==> config.mk <==
export PLATFORM = sky130hd
export DESIGN_NAME = gamepad_port
export DESIGN_NICKNAME = d
export VERILOG_FILES = /design/src/rtl/gamepad_port.sv
export SDC_FILE = /design/constraint.sdc
export NUM_CORES = 1
export LEC_CHECK = 0
export BUFFER_PORTS_ARGS = -buffer_cell sky130_fd_sc_hd__buf_2
export CAP_MARGIN = 30
export CORE_ASPECT_RATIO = 0.8
export CORE_MARGIN = 8
export CORE_UTILIZATION = 62
export CTS_CLUSTER_DIAMETER = 100
export DETAILED_ROUTE_END_ITERATION = 8
export PLACE_DENSITY_LB_ADDON = 0.2
export SETUP_SLACK_MARGIN = 0.1
export SKIP_CTS_REPAIR_TIMING = 1
export SLEW_MARGIN = 20
export SYNTH_ARGS = -nofsm -noshare
export SYNTH_HDL_FRONTEND = slang
export SYNTH_SLANG_ARGS = --single-unit
==> constraint.sdc <==
create_clock -name clk -period 5 [get_ports clk]
set_input_delay 1 -clock clk [delete_from_list [all_inputs] [get_ports clk]]
set_output_delay 1 -clock clk [all_outputs]
set_load 0.01 [all_outputs]
==> src/rtl/gamepad_port.sv <==
// Bus-mapped poller for an NES-style serial game controller.
// Shifts eight active-low button bits in and exposes them as registers.
module gamepad_port #(
    parameter logic [7:0] DIV_RESET   = 8'd3,
    parameter int         SYNC_STAGES = 2
) (
    input  logic       clk,
    input  logic       reset,
    input  logic [3:0] addr,
    input  logic       cs,
    input  logic       rw,
    input  logic [7:0] di,
    output logic [7:0] dout,
    input  logic       vsync,
    output logic       pad_latch,
    output logic       pad_clk,
    input  logic       pad_data
);

    typedef enum logic [2:0] {
        IDLE,
        LATCH,
        SAMPLE,
        CLKHI,
        DONE
    } state_t;

    state_t                 state;
    logic [7:0]             div;
    logic [7:0]             cnt;
    logic [7:0]             buttons;
    logic [7:0]             shreg;
    logic [2:0]             idx;
    logic                   latch_half;
    logic                   new_data;
    logic                   overrun;
    logic                   pending;
    logic                   autopoll;
    logic                   vsync_q;
    logic [SYNC_STAGES-1:0] sync;

    logic pad_sync;
    logic wr;
    logic rd;
    logic busy;
    logic tick;
    logic start_req;
    logic vsync_req;
    logic poll_req;
    logic buttons_rd;
    logic ovr_clr;
    logic done_now;

    assign pad_sync   = sync[SYNC_STAGES-1];
    assign wr         = cs & rw;
    assign rd         = cs & ~rw;
    assign busy       = (state != IDLE);
    assign tick       = (cnt == div);
    assign start_req  = wr && (addr == 4'h2) && di[1];
    assign vsync_req  = autopoll && vsync && !vsync_q;
    assign poll_req   = start_req | vsync_req;
    assign buttons_rd = rd && (addr == 4'h1);
    assign ovr_clr    = wr && (addr == 4'h0) && di[2];
    assign done_now   = (state == DONE);

    // Idle-high so a missing controller reads as "nothing pressed".
    always_ff @(posedge clk or posedge reset) begin
        if (reset) begin
            sync <= '1;
        end else begin
            sync <= {sync[SYNC_STAGES-2:0], pad_data};
        end
    end

    always_ff @(posedge clk or posedge reset) begin
        if (reset) begin
            vsync_q  <= 1'b0;
            autopoll <= 1'b0;
            div      <= DIV_RESET;
        end else begin
            vsync_q <= vsync;
            if (wr && addr == 4'h2) begin
                autopoll <= di[0];
            end
            if (wr && addr == 4'h3 && !busy) begin
                div <= di;
            end
        end
    end

    // Set events from DONE take priority over bus-side clears.
    always_ff @(posedge clk or posedge reset) begin
        if (reset) begin
            buttons  <= 8'h00;
            new_data <= 1'b0;
            overrun  <= 1'b0;
            pending  <= 1'b0;
        end else begin
            if (done_now) begin
                buttons  <= shreg;
                new_data <= 1'b1;
            end else if (buttons_rd) begin
                new_data <= 1'b0;
            end

            if (done_now && new_data) begin
                overrun <= 1'b1;
            end else if (ovr_clr) begin
                overrun <= 1'b0;
            end

            if (busy && poll_req) begin
                pending <= 1'b1;
            end else if (!busy) begin
                pending <= 1'b0;
            end
        end
    end

    always_ff @(posedge clk or posedge reset) begin
        if (reset) begin
            state      <= IDLE;
            cnt        <= 8'h00;
            latch_half <= 1'b0;
            idx        <= 3'd0;
            shreg      <= 8'h00;
            pad_latch  <= 1'b0;
            pad_clk    <= 1'b0;
        end else begin
            case (state)
                IDLE: begin
                    pad_latch <= 1'b0;
                    pad_clk   <= 1'b0;
                    if (poll_req || pending) begin
                        state      <= LATCH;
                        cnt        <= 8'h00;
                        latch_half <= 1'b0;
                        pad_latch  <= 1'b1;
                    end
                end
                LATCH: begin
                    if (tick) begin
                        cnt <= 8'h00;
                        if (latch_half) begin
                            state     <= SAMPLE;
                            idx       <= 3'd0;
                            pad_latch <= 1'b0;
                        end else begin
                            latch_half <= 1'b1;
                        end
                    end else begin
                        cnt <= cnt + 8'd1;
                    end
                end
                SAMPLE: begin
                    if (tick) begin
                        cnt        <= 8'h00;
                        shreg[idx] <= ~pad_sync;
                        if (idx == 3'd7) begin
                            state <= DONE;
                        end else begin
                            state   <= CLKHI;
                            pad_clk <= 1'b1;
                        end
                    end else begin
                        cnt <= cnt + 8'd1;
                    end
                end
                CLKHI: begin
                    if (tick) begin
                        cnt     <= 8'h00;
                        idx     <= idx + 3'd1;
                        state   <= SAMPLE;
                        pad_clk <= 1'b0;
                    end else begin
                        cnt <= cnt + 8'd1;
                    end
                end
                DONE: begin
                    state <= IDLE;
                    cnt   <= 8'h00;
                end
                default: begin
                    state     <= IDLE;
                    cnt       <= 8'h00;
                    pad_latch <= 1'b0;
                    pad_clk   <= 1'b0;
                end
            endcase
        end
    end

    always_comb begin
        dout = 8'h00;
        if (rd) begin
            case (addr)
                4'h0:    dout = {4'b0000, pending, overrun, new_data, busy};
                4'h1:    dout = buttons;
                4'h2:    dout = {7'b0000000, autopoll};
                4'h3:    dout = div;
                default: dout = 8'h00;
            endcase
        end
    end

endmodule

==> metrics.cfg <==
[logic_synthesis]
yosys-top-cells-count = dfrtp_1 (44), nand2_1 (26), nor2_1 (22)
yosys-top-cells-area = dfrtp_1 (44%), mux2i_1 (6.0%), mux2_4 (4.8%), dfstp_2 (4.2%), nand2_1 (3.9%)
synth_most_common_cell = dfrtp_1
ys_seq_area_share_pct = 48.0
yosys.area.top_type = dfrtp_1
ys_types = 47
synth_area_sq_mm = 0.00251
yosysWarnings = 0
synth_edf_count = 0
avgSynthCellArea_sq_um = 10.3
ys.flop_type = dfrtp_1
synth_top_area_share_pct = 43.8
ys_seq_elements = 48
syn-num-nets = 265
synthArstFlopShare_pct = 100
syn_inst = 244

[power]
p_leak_nw = 1.34
peakVddDrop_uv = 264
p_per_area_mw_per_mm2 = 447
totalPowerFinal_w = 0.00126

[detailed_routing]
vias = 1870
via_per_inst = 5.75
drc = 0
routed_wl_um = 5150
ant_nets = 0
routedWlPerCell_um = 15.8
firstDrtPassIters = 4
drt_iter0_markers = 79

[worst_setup_path]
startpoint_type = input port
critPathKind = input port to primary output
rr_worst_depth = 3
required_ns = 4.00
worst-path-max-fanout = 5
cp-end-kind = primary output
timing.critical_path.arrival_ns = 2.31

[floorplan]
start_util_pct = 65.3
rows = 20
die_area_sq_mm = 0.00636
coreArea_sq_mm = 0.00385
die_h_um = 73.0
io_pins = 28
die_width_um = 87.2

[worst_hold_path]
hold_class = flip-flop to flip-flop
hold_path_depth = 0

[finish]
area_delta_synth_final_pct = 12.4
insertedDiodeCount = 0
drive_above_1_share_pct = 21.9
nNetsFinal = 290

[sta]
rsz0062_at_grt = false
period_minus_slack_ns = 3.31
setup_viol = 0
setup_ws_ns = 1.69
finalSetupTns_ns = 0
clock.fmax_mhz = 302
slew_viol_final = 0
clock_skew_ns = 0.0102
relSlewSlack_pct = 61.1
tightest_slew_ns = 0.582
period_share_pct = 66.1
hold_violations = 0

[cts]
clk_latency_ns = 0.31
cts_root_buf = clkbuf_8
clockBufferDepth = 2
cts_buffers = 5
cts_tree = yes
clk_pin_slew_ns = 0.10
cts.sinks = 48
htreeDepth = 2

[placement]
port_buffers = 27
post-dp-hpwl_um = 3710
dpl_worst_slack_ns = 1.69
gp_congestion = 0.808

[grt]
grt_pass1_vias = 1842
grt_max_degree = 30
grt_usage_pct = 17.5
grt_pass1_wl_um = 8690
antenna_found_initial = 0
grt.overflow.total = 0

[job]
drv_cap = 0

[status]
status = completed

state kept, by name, indices dropped and copies added (netlist names), 2 cells and up:
name,cells
cnt,8
sync,2
shreg,8
div,8
state,3
buttons,8
idx,3
cells by family (layout without fill, tap and decap cells):
kind of cell             after synthesis  in the layout  synth area share [%]
flip-flops                            48             48                  48.0
AO/OA/AOI/OAI                         34             34                  9.20
adder cells (fa/ha/maj)                3              3                  1.49
AND/OR/NAND/NOR                       98             98                  20.3
multiplexers                          27             27                  13.0
XOR/XNOR                              11             11                  3.83
buffers and inverters                 23             49                  4.23
area by class of cell:
cell class,count,area (sq um)
flip-flops and latches,48,1210
multi-input cells,173,1210
well taps,55,68.8
clock buffers,5,68.8
inverters,12,45.0
repair buffers,29,163
clock inverters,3,68.8
fillers,306,1030
per-layer routing:
layer  track usage, %  vias up  part of all wire [%]
li1                 -      906                     -
met1             24.5      920                    50
met2             25.9       37                    45
met3             3.82        7                   3.8
met4             6.27        0                   1.2
met5                0        -                     0
critical path, stage by stage:
cell and delay (ns):
buf_2 0.10, or4b_2 0.72, inv_1 0.11, nand2_1 0.11
nor2_1 0.12, buf_2 0.14
power breakdown:
| part | switching (W) | internal (W) | total, W |
|---|---|---|---|
| combinational | 0.000171 | 0.000176 | 0.000347 |
| clock | 0.000143 | 0.000201 | 0.000344 |
| sequential | 0.000112 | 0.000462 | 0.000573 |
| total | 0.000425 | 0.000839 | 0.00126 |
metrics by stage:
stage / hold slack [ns] / std cells / area, sq um / utilization [%]
floorplan: 0.345 / 244 / 2510 / -
global placement: 0.346 / 316 / 2670 / 69.3
detailed placement: 0.352 / 317 / 2690 / 69.8
CTS: 0.366 / 325 / 2830 / 73.4
global route: 0.372 / 325 / 2830 / 73.4
finish: 0.365 / 325 / 2830 / 73.4
worst paths after layout:
check / start / to / slack (ns)
max: addr[3] / dout[6] / 1.69
min: sync[0]$_DFF_PP1_ / sync[1]$_DFF_PP1_ / 0.37
max reg2reg: state[2]$_DFFE_PP0P_ / div[5]$_DFFE_PP0P_ / 2.93
min reg2reg: sync[0]$_DFF_PP1_ / sync[1]$_DFF_PP1_ / 0.37
max in group asynchronous: reset / div[0]$_DFFE_PP1P_ / 3.73
min in group asynchronous: reset / idx[0]$_DFFE_PP0P_ / 0.68
placed cells by master, fill, tap and decap left out, types with 3 or more instances in the layout:
| master | instances |
|---|---|
| dfstp_2 | 4 |
| and3_1 | 4 |
| dfrtp_1 | 44 |
| nand4b_1 | 3 |
| buf_2 | 27 |
| nor2_1 | 22 |
| mux2_4 | 8 |
| nand4_1 | 4 |
| mux2i_1 | 15 |
| o21ai_0 | 13 |
| nand2_1 | 26 |
| a31oi_1 | 4 |
| xnor2_1 | 10 |
| nand3_1 | 10 |
| ha_1 | 3 |
| mux2_2 | 3 |
| clkbuf_8 | 5 |
| inv_1 | 11 |
| o211ai_1 | 3 |
| nand3b_1 | 5 |
| nor2b_1 | 4 |
| nor3_1 | 6 |
Power figures use the tool's default switching activity.
